--- src/rtl/vcu_pkg.sv ---
// vcu_pkg: shared definitions for the video-control-unit peripheral.
//   - control word bit positions (vcu_reg_control)
//   - status word bit positions (vcu_reg_rdata)
//   - FIFO entry type
package vcu_pkg;

   localparam int VCU_CTL_RESTART = 0;
   localparam int VCU_CTL_FLUSH   = 1;
   localparam int VCU_CTL_CLR_OVF = 2;

   localparam int VCU_ST_TICK     = 0;
   localparam int VCU_ST_FULL     = 1;
   localparam int VCU_ST_EMPTY    = 2;
   localparam int VCU_ST_OVF      = 3;
   localparam int VCU_ST_CNT_LSB  = 4;

   typedef logic [15:0] vcu_entry_t;

endpackage

--- src/rtl/vcu_sync_fifo.sv ---
// vcu_sync_fifo: single-clock FIFO with push/pop/flush and occupancy count.
//   clk, reset_p      clock, asynchronous active-high reset
//   push_i, wdata_i   write request and data
//   pop_i             read request (ignored when empty)
//   flush_i           discard all entries; beats push and pop in the same cycle
//   head_o            entry at the read pointer (valid when !empty_o)
//   full_o, empty_o   occupancy flags
//   count_o           number of stored entries, 0..DEPTH
module vcu_sync_fifo #(
   parameter int DATA_W = 16,
   parameter int DEPTH  = 8,
   localparam int PTR_W = $clog2(DEPTH),
   localparam int CNT_W = $clog2(DEPTH + 1)
) (
   input  logic              clk,
   input  logic              reset_p,
   input  logic              push_i,
   input  logic [DATA_W-1:0] wdata_i,
   input  logic              pop_i,
   input  logic              flush_i,
   output logic [DATA_W-1:0] head_o,
   output logic              full_o,
   output logic              empty_o,
   output logic [CNT_W-1:0]  count_o
);

   logic [DATA_W-1:0] mem_q [DEPTH];
   logic [PTR_W-1:0]  wr_ptr_q, wr_ptr_d;
   logic [PTR_W-1:0]  rd_ptr_q, rd_ptr_d;
   logic [CNT_W-1:0]  count_q, count_d;
   logic              do_push, do_pop;

   assign full_o  = (count_q == CNT_W'(DEPTH));
   assign empty_o = (count_q == '0);
   assign count_o = count_q;
   assign head_o  = mem_q[rd_ptr_q];

   // A push into a full FIFO is still accepted when a pop frees a slot
   // in the same cycle.
   assign do_pop  = pop_i && !empty_o && !flush_i;
   assign do_push = push_i && !flush_i && (!full_o || do_pop);

   always_comb begin
      wr_ptr_d = wr_ptr_q;
      rd_ptr_d = rd_ptr_q;
      count_d  = count_q;
      if (flush_i) begin
         rd_ptr_d = wr_ptr_q;
         count_d  = '0;
      end else begin
         if (do_push) wr_ptr_d = wr_ptr_q + PTR_W'(1);
         if (do_pop)  rd_ptr_d = rd_ptr_q + PTR_W'(1);
         if (do_push && !do_pop)      count_d = count_q + CNT_W'(1);
         else if (do_pop && !do_push) count_d = count_q - CNT_W'(1);
      end
   end

   always_ff @(posedge clk or posedge reset_p) begin
      if (reset_p) begin
         wr_ptr_q <= '0;
         rd_ptr_q <= '0;
         count_q  <= '0;
      end else begin
         wr_ptr_q <= wr_ptr_d;
         rd_ptr_q <= rd_ptr_d;
         count_q  <= count_d;
      end
   end

   // Storage carries no reset: the pointers alone decide what is valid.
   always_ff @(posedge clk) begin
      if (do_push) mem_q[wr_ptr_q] <= wdata_i;
   end

endmodule

--- src/rtl/vcu_periph.sv ---
// vcu_periph: CPU-facing video-control-unit peripheral.
// Buffers CPU data writes in a FIFO, drains one entry per DRAIN_DIV cycles
// onto a registered display bus, runs a restartable countdown timer and
// reports status back to the CPU.
//   clk, reset_p          clock, asynchronous active-high reset
//   vcu_reg_control(_we)  control word: [0] timer restart, [1] FIFO flush,
//                         [2] clear overflow
//   vcu_reg_wdata(_we)    data word; [15:0] pushed into the FIFO
//   vcu_reg_rdata         status: [0] tick_done, [1] full, [2] empty,
//                         [3] overflow, [8:4] count
//   disp_data, disp_valid last drained entry and its one-cycle update pulse
module vcu_periph
   import vcu_pkg::*;
#(
   parameter int          FIFO_DEPTH = 8,
   parameter logic [27:0] TICK_LOAD  = 28'h2FAF080,
   parameter logic [15:0] DRAIN_DIV  = 16'd50000
) (
   input  logic        clk,
   input  logic        reset_p,
   input  logic [31:0] vcu_reg_control,
   input  logic        vcu_reg_control_we,
   input  logic [31:0] vcu_reg_wdata,
   input  logic        vcu_reg_wdata_we,
   output logic [31:0] vcu_reg_rdata,
   output logic [15:0] disp_data,
   output logic        disp_valid
);

   localparam int          CNT_W        = $clog2(FIFO_DEPTH + 1);
   localparam logic [15:0] DRAIN_RELOAD = DRAIN_DIV - 16'd1;

   logic ctl_restart, ctl_flush, ctl_clr_ovf;
   logic fifo_full, fifo_empty, pop_req;
   logic [CNT_W-1:0] fifo_count;
   vcu_entry_t       fifo_head;

   logic [27:0] timer_q, timer_d;
   logic [15:0] drain_q, drain_d;
   logic        ovf_q, ovf_d;
   vcu_entry_t  disp_data_q, disp_data_d;
   logic        disp_valid_q, disp_valid_d;

   // Only the three defined control bits and the low data half are used.
   logic unused_bits;
   assign unused_bits = ^{vcu_reg_control[31:3], vcu_reg_wdata[31:16]};

   assign ctl_restart = vcu_reg_control_we && vcu_reg_control[VCU_CTL_RESTART];
   assign ctl_flush   = vcu_reg_control_we && vcu_reg_control[VCU_CTL_FLUSH];
   assign ctl_clr_ovf = vcu_reg_control_we && vcu_reg_control[VCU_CTL_CLR_OVF];

   // Flush takes priority over a pending pop.
   assign pop_req = (drain_q == 16'd0) && !fifo_empty && !ctl_flush;

   vcu_sync_fifo #(
      .DATA_W (16),
      .DEPTH  (FIFO_DEPTH)
   ) u_fifo (
      .clk     (clk),
      .reset_p (reset_p),
      .push_i  (vcu_reg_wdata_we),
      .wdata_i (vcu_reg_wdata[15:0]),
      .pop_i   (pop_req),
      .flush_i (ctl_flush),
      .head_o  (fifo_head),
      .full_o  (fifo_full),
      .empty_o (fifo_empty),
      .count_o (fifo_count)
   );

   always_comb begin
      timer_d      = timer_q;
      drain_d      = drain_q;
      ovf_d        = ovf_q;
      disp_data_d  = disp_data_q;
      disp_valid_d = 1'b0;

      if (ctl_restart)          timer_d = TICK_LOAD;
      else if (timer_q != '0)   timer_d = timer_q - 28'd1;

      if (pop_req) begin
         drain_d      = DRAIN_RELOAD;
         disp_data_d  = fifo_head;
         disp_valid_d = 1'b1;
      end else if (drain_q != 16'd0) begin
         drain_d = drain_q - 16'd1;
      end

      // A dropped write in the same cycle as a clear re-arms the flag.
      if (ctl_clr_ovf) ovf_d = 1'b0;
      if (vcu_reg_wdata_we && !ctl_flush && fifo_full && !pop_req) ovf_d = 1'b1;
   end

   always_ff @(posedge clk or posedge reset_p) begin
      if (reset_p) begin
         timer_q      <= TICK_LOAD;
         drain_q      <= 16'd0;
         ovf_q        <= 1'b0;
         disp_data_q  <= '0;
         disp_valid_q <= 1'b0;
      end else begin
         timer_q      <= timer_d;
         drain_q      <= drain_d;
         ovf_q        <= ovf_d;
         disp_data_q  <= disp_data_d;
         disp_valid_q <= disp_valid_d;
      end
   end

   assign disp_data  = disp_data_q;
   assign disp_valid = disp_valid_q;

   always_comb begin
      vcu_reg_rdata                                = '0;
      vcu_reg_rdata[VCU_ST_TICK]                   = (timer_q == '0);
      vcu_reg_rdata[VCU_ST_FULL]                   = fifo_full;
      vcu_reg_rdata[VCU_ST_EMPTY]                  = fifo_empty;
      vcu_reg_rdata[VCU_ST_OVF]                    = ovf_q;
      vcu_reg_rdata[VCU_ST_CNT_LSB+4:VCU_ST_CNT_LSB] = 5'(fifo_count);
   end

endmodule
--- config.mk ---
export PLATFORM = sky130hd
export DESIGN_NAME = vcu_periph
export DESIGN_NICKNAME = d
export VERILOG_FILES = /design/src/rtl/vcu_pkg.sv /design/src/rtl/vcu_sync_fifo.sv /design/src/rtl/vcu_periph.sv
export SDC_FILE = /design/constraint.sdc
export NUM_CORES = 1
export LEC_CHECK = 0
export BUFFER_PORTS_ARGS = -buffer_cell sky130_fd_sc_hd__buf_2
export CAP_MARGIN = 20
export CORE_UTILIZATION = 40
export CTS_CLUSTER_DIAMETER = 200
export DETAILED_ROUTE_END_ITERATION = 10
export HOLD_SLACK_MARGIN = 0.02
export PLACE_DENSITY = 0.61
export SLEW_MARGIN = 30
export SYNTH_ARGS = -nofsm -noshare
export SYNTH_HDL_FRONTEND = slang
export SYNTH_HIERARCHICAL = 1
export SYNTH_SLANG_ARGS = --single-unit
--- constraint.sdc ---
create_clock -name clk -period 7.8 [get_ports clk]
set_input_delay 0.39 -clock clk [delete_from_list [all_inputs] [get_ports clk]]
set_output_delay 0.39 -clock clk [all_outputs]
set_load 0.05 [all_outputs]
* After elaboration in Yosys (flattened, before gate mapping) *
Memory sizes are Yosys's and may differ from the RTL's. A register that Yosys moved wholly into a read port is not among the register bits.
Index checks and enable logic that the tools add are counted.

word-level totals
  register bits after elaboration = 56
  bits in writable memories = 128
  input port bits = 68
  output and inout port bits = 49
  logic and storage cells = 61
  memories kept = 1

memories
  name          words  bits a word  read ports  clocked after Yosys merged registers in  write ports  line                 source
  u_fifo.mem_q  8      16           1           1                                        1            vcu_sync_fifo.sv:27  logic [DATA_W-1:0] mem_q [DEPTH];

operators by class
  add/sub/neg operators = 6
  equal/unequal tests = 1
  mux-type cells = 14
  bitwise logic cells = 1
  reduce and logical (&&, ||, !) cells = 31

operator list
  kind                     count
  $mux W28                 2
  $mux W16                 2
  $logic_not A28 Y1        1
  $reduce_bool A28 Y1      1
  $sub A28 B1 Y28 const B  1
  $logic_not A16 Y1        1
  $reduce_bool A16 Y1      1
  $sub A16 B1 Y16 const B  1
  $logic_and A1 B1 Y1      13
  $mux W4                  3
  $reduce_bool A2 Y1       4
  $add A3 B1 Y3 const B    2
  $logic_not A1 Y1         6
  $mux W3                  2
  $mux W1                  5
  $add A4 B1 Y4 const B    1
  $eq A4 B4 Y1 const B     1
  $logic_not A4 Y1         1
  $sub A4 B1 Y4 const B    1
  $reduce_bool A3 Y1       1
  $reduce_and A2 Y1        1
  $logic_or A1 B1 Y1       1
  $not A1 Y1               1

* Depth between registers and ports, before layout *
  depth after elaboration = 13
  depth in mapped cells = 13
  mapped depth without buffers = 12

* Modules after synthesis *
The synthesis kept the hierarchy.

by module, submodules not included
  module         times used  cells an instance  area an instance (um^2)
  vcu_sync_fifo  1           271                5531.6
  vcu_periph     1           353                3283.1

* Worst setup path before layout *
Ideal clock, no wire load.

  path type = reg2reg
  from = register drain_q[0]
  to = memory u_fifo.mem_q[1][0] (enable)
  arrival = 4004 ps
  data required time = 7370 ps
  setup slack = 3366 ps
  cell stages (with the launch flop) = 11
  cell sequence = dfrtp_1 inv_1 ha_1 or4b_2 clkbuf_1 or4_1 nor2_1 inv_1 nand3_1 nand3_1 nor4_1

on the way
  longest elaborated chain between the ends = 9

ends and longest elaborated chain
  what                               line                 source
  from (decl)                        vcu_periph.sv:39     logic [15:0] drain_q, drain_d;
  from (signal assigned)             vcu_periph.sv:103    drain_q <= drain_d;
  $logic_not A16 Y1                  vcu_periph.sv:53     assign pop_req = (drain_q == 16'd0) && !fifo_empty && !ctl_flush;
  $logic_and A1 B1 Y1 (2 in series)  vcu_periph.sv:53
  $logic_and A1 B1 Y1 (2 in series)  vcu_sync_fifo.sv:40  assign do_pop = pop_i && !empty_o && !flush_i;
  $logic_or A1 B1 Y1                 vcu_sync_fifo.sv:41  assign do_push = push_i && !flush_i && (!full_o || do_pop);
  $logic_and A1 B1 Y1                vcu_sync_fifo.sv:41
  $mux W1                            vcu_sync_fifo.sv:72  if (do_push) mem_q[wr_ptr_q] <= wdata_i;
  $mux W1 (implied by the code)      vcu_sync_fifo.sv:72
  to (decl)                          vcu_sync_fifo.sv:27

Every way passes these cells.

* Final worst setup path *
  from = register drain_q[0]
  to = memory u_fifo.mem_q[4][4] (enable)

The elaborated chain is that of the path after synthesis.

==> metrics.txt <==
clock-pin transition on the worst setup and hold timing paths 80 ps; Pins Over Slew Limit 0; CP Data Arrival Time 4250 ps; clock root cell clkbuf_16; buffers added on ports 47; Syn. warnings 6; Final min period 4120 ps; register area share after synthesis 64.22%; Worst VDD drop 0.1707 mV; number of fillers in the final layout 1840; clk buf depth 2; unrepaired setup endpoints after global routing no; vias in the first global route 5223; Period Utilization, post-route 52.82%; WS Path Type flop to flop; Slew @ Worst Pin 1023 ps; grt total ovfl 0; clock share of power 29.1%; Wirelength per Cell 18.24 µm; total core area 21290 µm²; peak fanout along the critical path 10; sequential share of power 46.2%; drt total wl 17580 µm; Post-Syn Area 8815 µm²; Critical Path Sink Type flop; post-cts repair resize count 0; Die Span Y 150.4 µm; H-tree depth 4; Most used DFF post-synth edfxtp_1; number of buffers created by CTS 17; Max-slew headroom 31.77%; DRT iter0 DRCs 308; Startpoint Class flop; Netlist cell types 54; Yosys reg bits 200; Worst-Skew Late Latency 440 ps; die width 150.4 µm; Multi-input gate area 2895 µm²; first-pass GRT wire length 28040 µm; die area 22630 µm²; switching power 1.057 mW; FF-to-FF path depth 10; I/O pins 117; Post-CTS Setup Bufs 0; hpwl dp 10870 µm; via count 5127; overall routing resource usage 16.79%; ANT nets after route 0; synthesized instance count 624; Logic pwr share 24.7%; Worst Hold Depth 1; worst-case clock skew 13.61 ps; Post-synth EDFFs 128; switch share 33.18%; initial antenna violation count 1; Post-Place Worst Slack 3684 ps; Final Setup Violations 0; DRT Pass-1 Iters 4; post-DR vias/cell 5.318; Post-Syn Area per Cell 14.13 µm²; register area 5663 µm²; hold violation count in the final report 0; leak pwr 3.712 nW; routability congestion estimate 0.8256; TritonCTS clock tree done; clk sinks 200; # rows 53; Power Dens Cells 321.1 nW/µm²; Fin Setup TNS 0 ps; Highest Clock Rate 242.7 MHz; Post-route DRC 0; Power Internal 2.128 mW; Initial Util 41.41%; fraction of layout cells with a size suffix above 1 24.85%; Min-Delay Path Class input pin to flop; nets 752; largest net degree at the start of global routing 63; area growth from synthesis to layout 12.52%; Tot Pwr 3.185 mW; Max Cap Viol 0; slack of the critical path 3680 ps; Req. time, crit path 7930 ps; status finished clean; asr flop ratio synth 36.00%
what timing repair did:
action / CTS / global route
endpoints found under the hold margin: 10 / 0
hold buffers: 1 / 0
setup endpoints to repair: 0 / 0
metrics by stage:
step           instance area [µm²]  cells  util (%)  hold WS, ps
4_1_cts                       9916    963     46.58        190.0
2_1_floorplan                 8901    647         -        230.2
3_3_place_gp                  9276    930     43.58        404.7
5_1_grt                       9916    963     46.58        198.5
3_5_place_dp                  9276    930     43.58        410.9
6_report                      9918    964     46.59        206.6
logic make-up after synthesis:
logic type	synth area share, %
other cells	0.04254
mux	10.92
fa+ha+maj	1.363
xor+xnor	2.782
flops	64.22
compound gates	4.528
simple gates	12.09
buf+inv	4.060
worst max-delay path: stages, from the launching register on:
cell and delay [ps]:
dfrtp_1 380, inv_1 130, ha_1 170, or4b_2 690, or4_1 470, nor2_1 460
inv_1 170, nand3_1 150, nand3b_1 170, nor2_1 650, buf_4 350
routing by layer:
layer  track usage, %  wire length, µm  up-vias
met5                0                0        -
met4            6.162              171        0
met3            3.545              832       15
met2            27.37             8790      127
met1            22.09             7785     2592
li1                 -                -     2393
final timing paths:
kind | end | slack, ps | from
max | u_fifo/mem_q[4][4] | 3680 | drain_q[0]
min | u_fifo/mem_q[1][8] | 210 | vcu_reg_wdata[8]
max reg2reg | u_fifo/mem_q[4][4] | 3680 | drain_q[0]
min reg2reg | disp_data[8] | 460 | disp_data[8]
max in group asynchronous | disp_data[12] | 6490 | reset_p
min in group asynchronous | u_fifo/rd_ptr_q[0] | 500 | reset_p
power by group through the flow:
stage          combinational [mW]  clock (mW)  sequential [mW]
2_1_floorplan               0.648           0             1.45
3_3_place_gp                0.774           0             1.48
3_5_place_dp                0.795           0             1.49
4_1_cts                     0.799       0.947             1.47
5_1_grt                     0.866       0.987             1.49
6_report                    0.788       0.927             1.47
registers in the layout, indices dropped and copies added, names as in the netlist:
name,count
u_fifo/mem_q,128
ovf_q,1
disp_data,16
timer_q,28
u_fifo/wr_ptr_q,3
u_fifo/rd_ptr_q,3
disp_valid,1
drain_q,16
u_fifo/count_o,4
synth_stat cells, types with 9 or more instances:
cell      number  area (µm²)
edfxtp_1     128        3844
nand2_1       69       259.0
dfrtp_1       60        1501
nor2_1        46       172.7
mux4_2        32       720.7
buf_4         30       225.2
xnor2_1       19       166.4
mux2_2        17       191.4
nor3_1        17       85.08
a21oi_1       16       80.08
or4_1         15       112.6
clkbuf_1      13       48.80
inv_1         13       48.80
nand3_1       13       65.06
dfstp_2       12       315.3
nor4_1        11       68.82
o21ai_0        9       45.04
or3_1          9       56.30
xor2_1         9       78.83
cells in the final DEF (no fill, tap or decap), types with 13 or more instances in the layout:
| master | count |
|---|---|
| edfxtp_1 | 128 |
| nand2_1 | 69 |
| dfrtp_1 | 58 |
| buf_2 | 47 |
| nor2_1 | 46 |
| mux4_2 | 32 |
| conb_1 | 24 |
| xnor2_1 | 19 |
| nor3_1 | 17 |
| clkbuf_16 | 17 |
| mux2_2 | 17 |
| a21oi_1 | 16 |
| or4_1 | 15 |
| nand3_1 | 13 |
area by class of cell:
cell class / instances / share of cell area (%)
inverters: 13 / 0.4920
well taps: 275 / 3.469
multi-input cells: 383 / 29.19
repair buffers: 60 / 3.381
clock buffers: 17 / 4.289
diodes: 1 / 0.02523
clock inverters: 15 / 2.056
flip-flops and latches: 200 / 57.10
No activity file was read; power rests on OpenSTA's default activity.
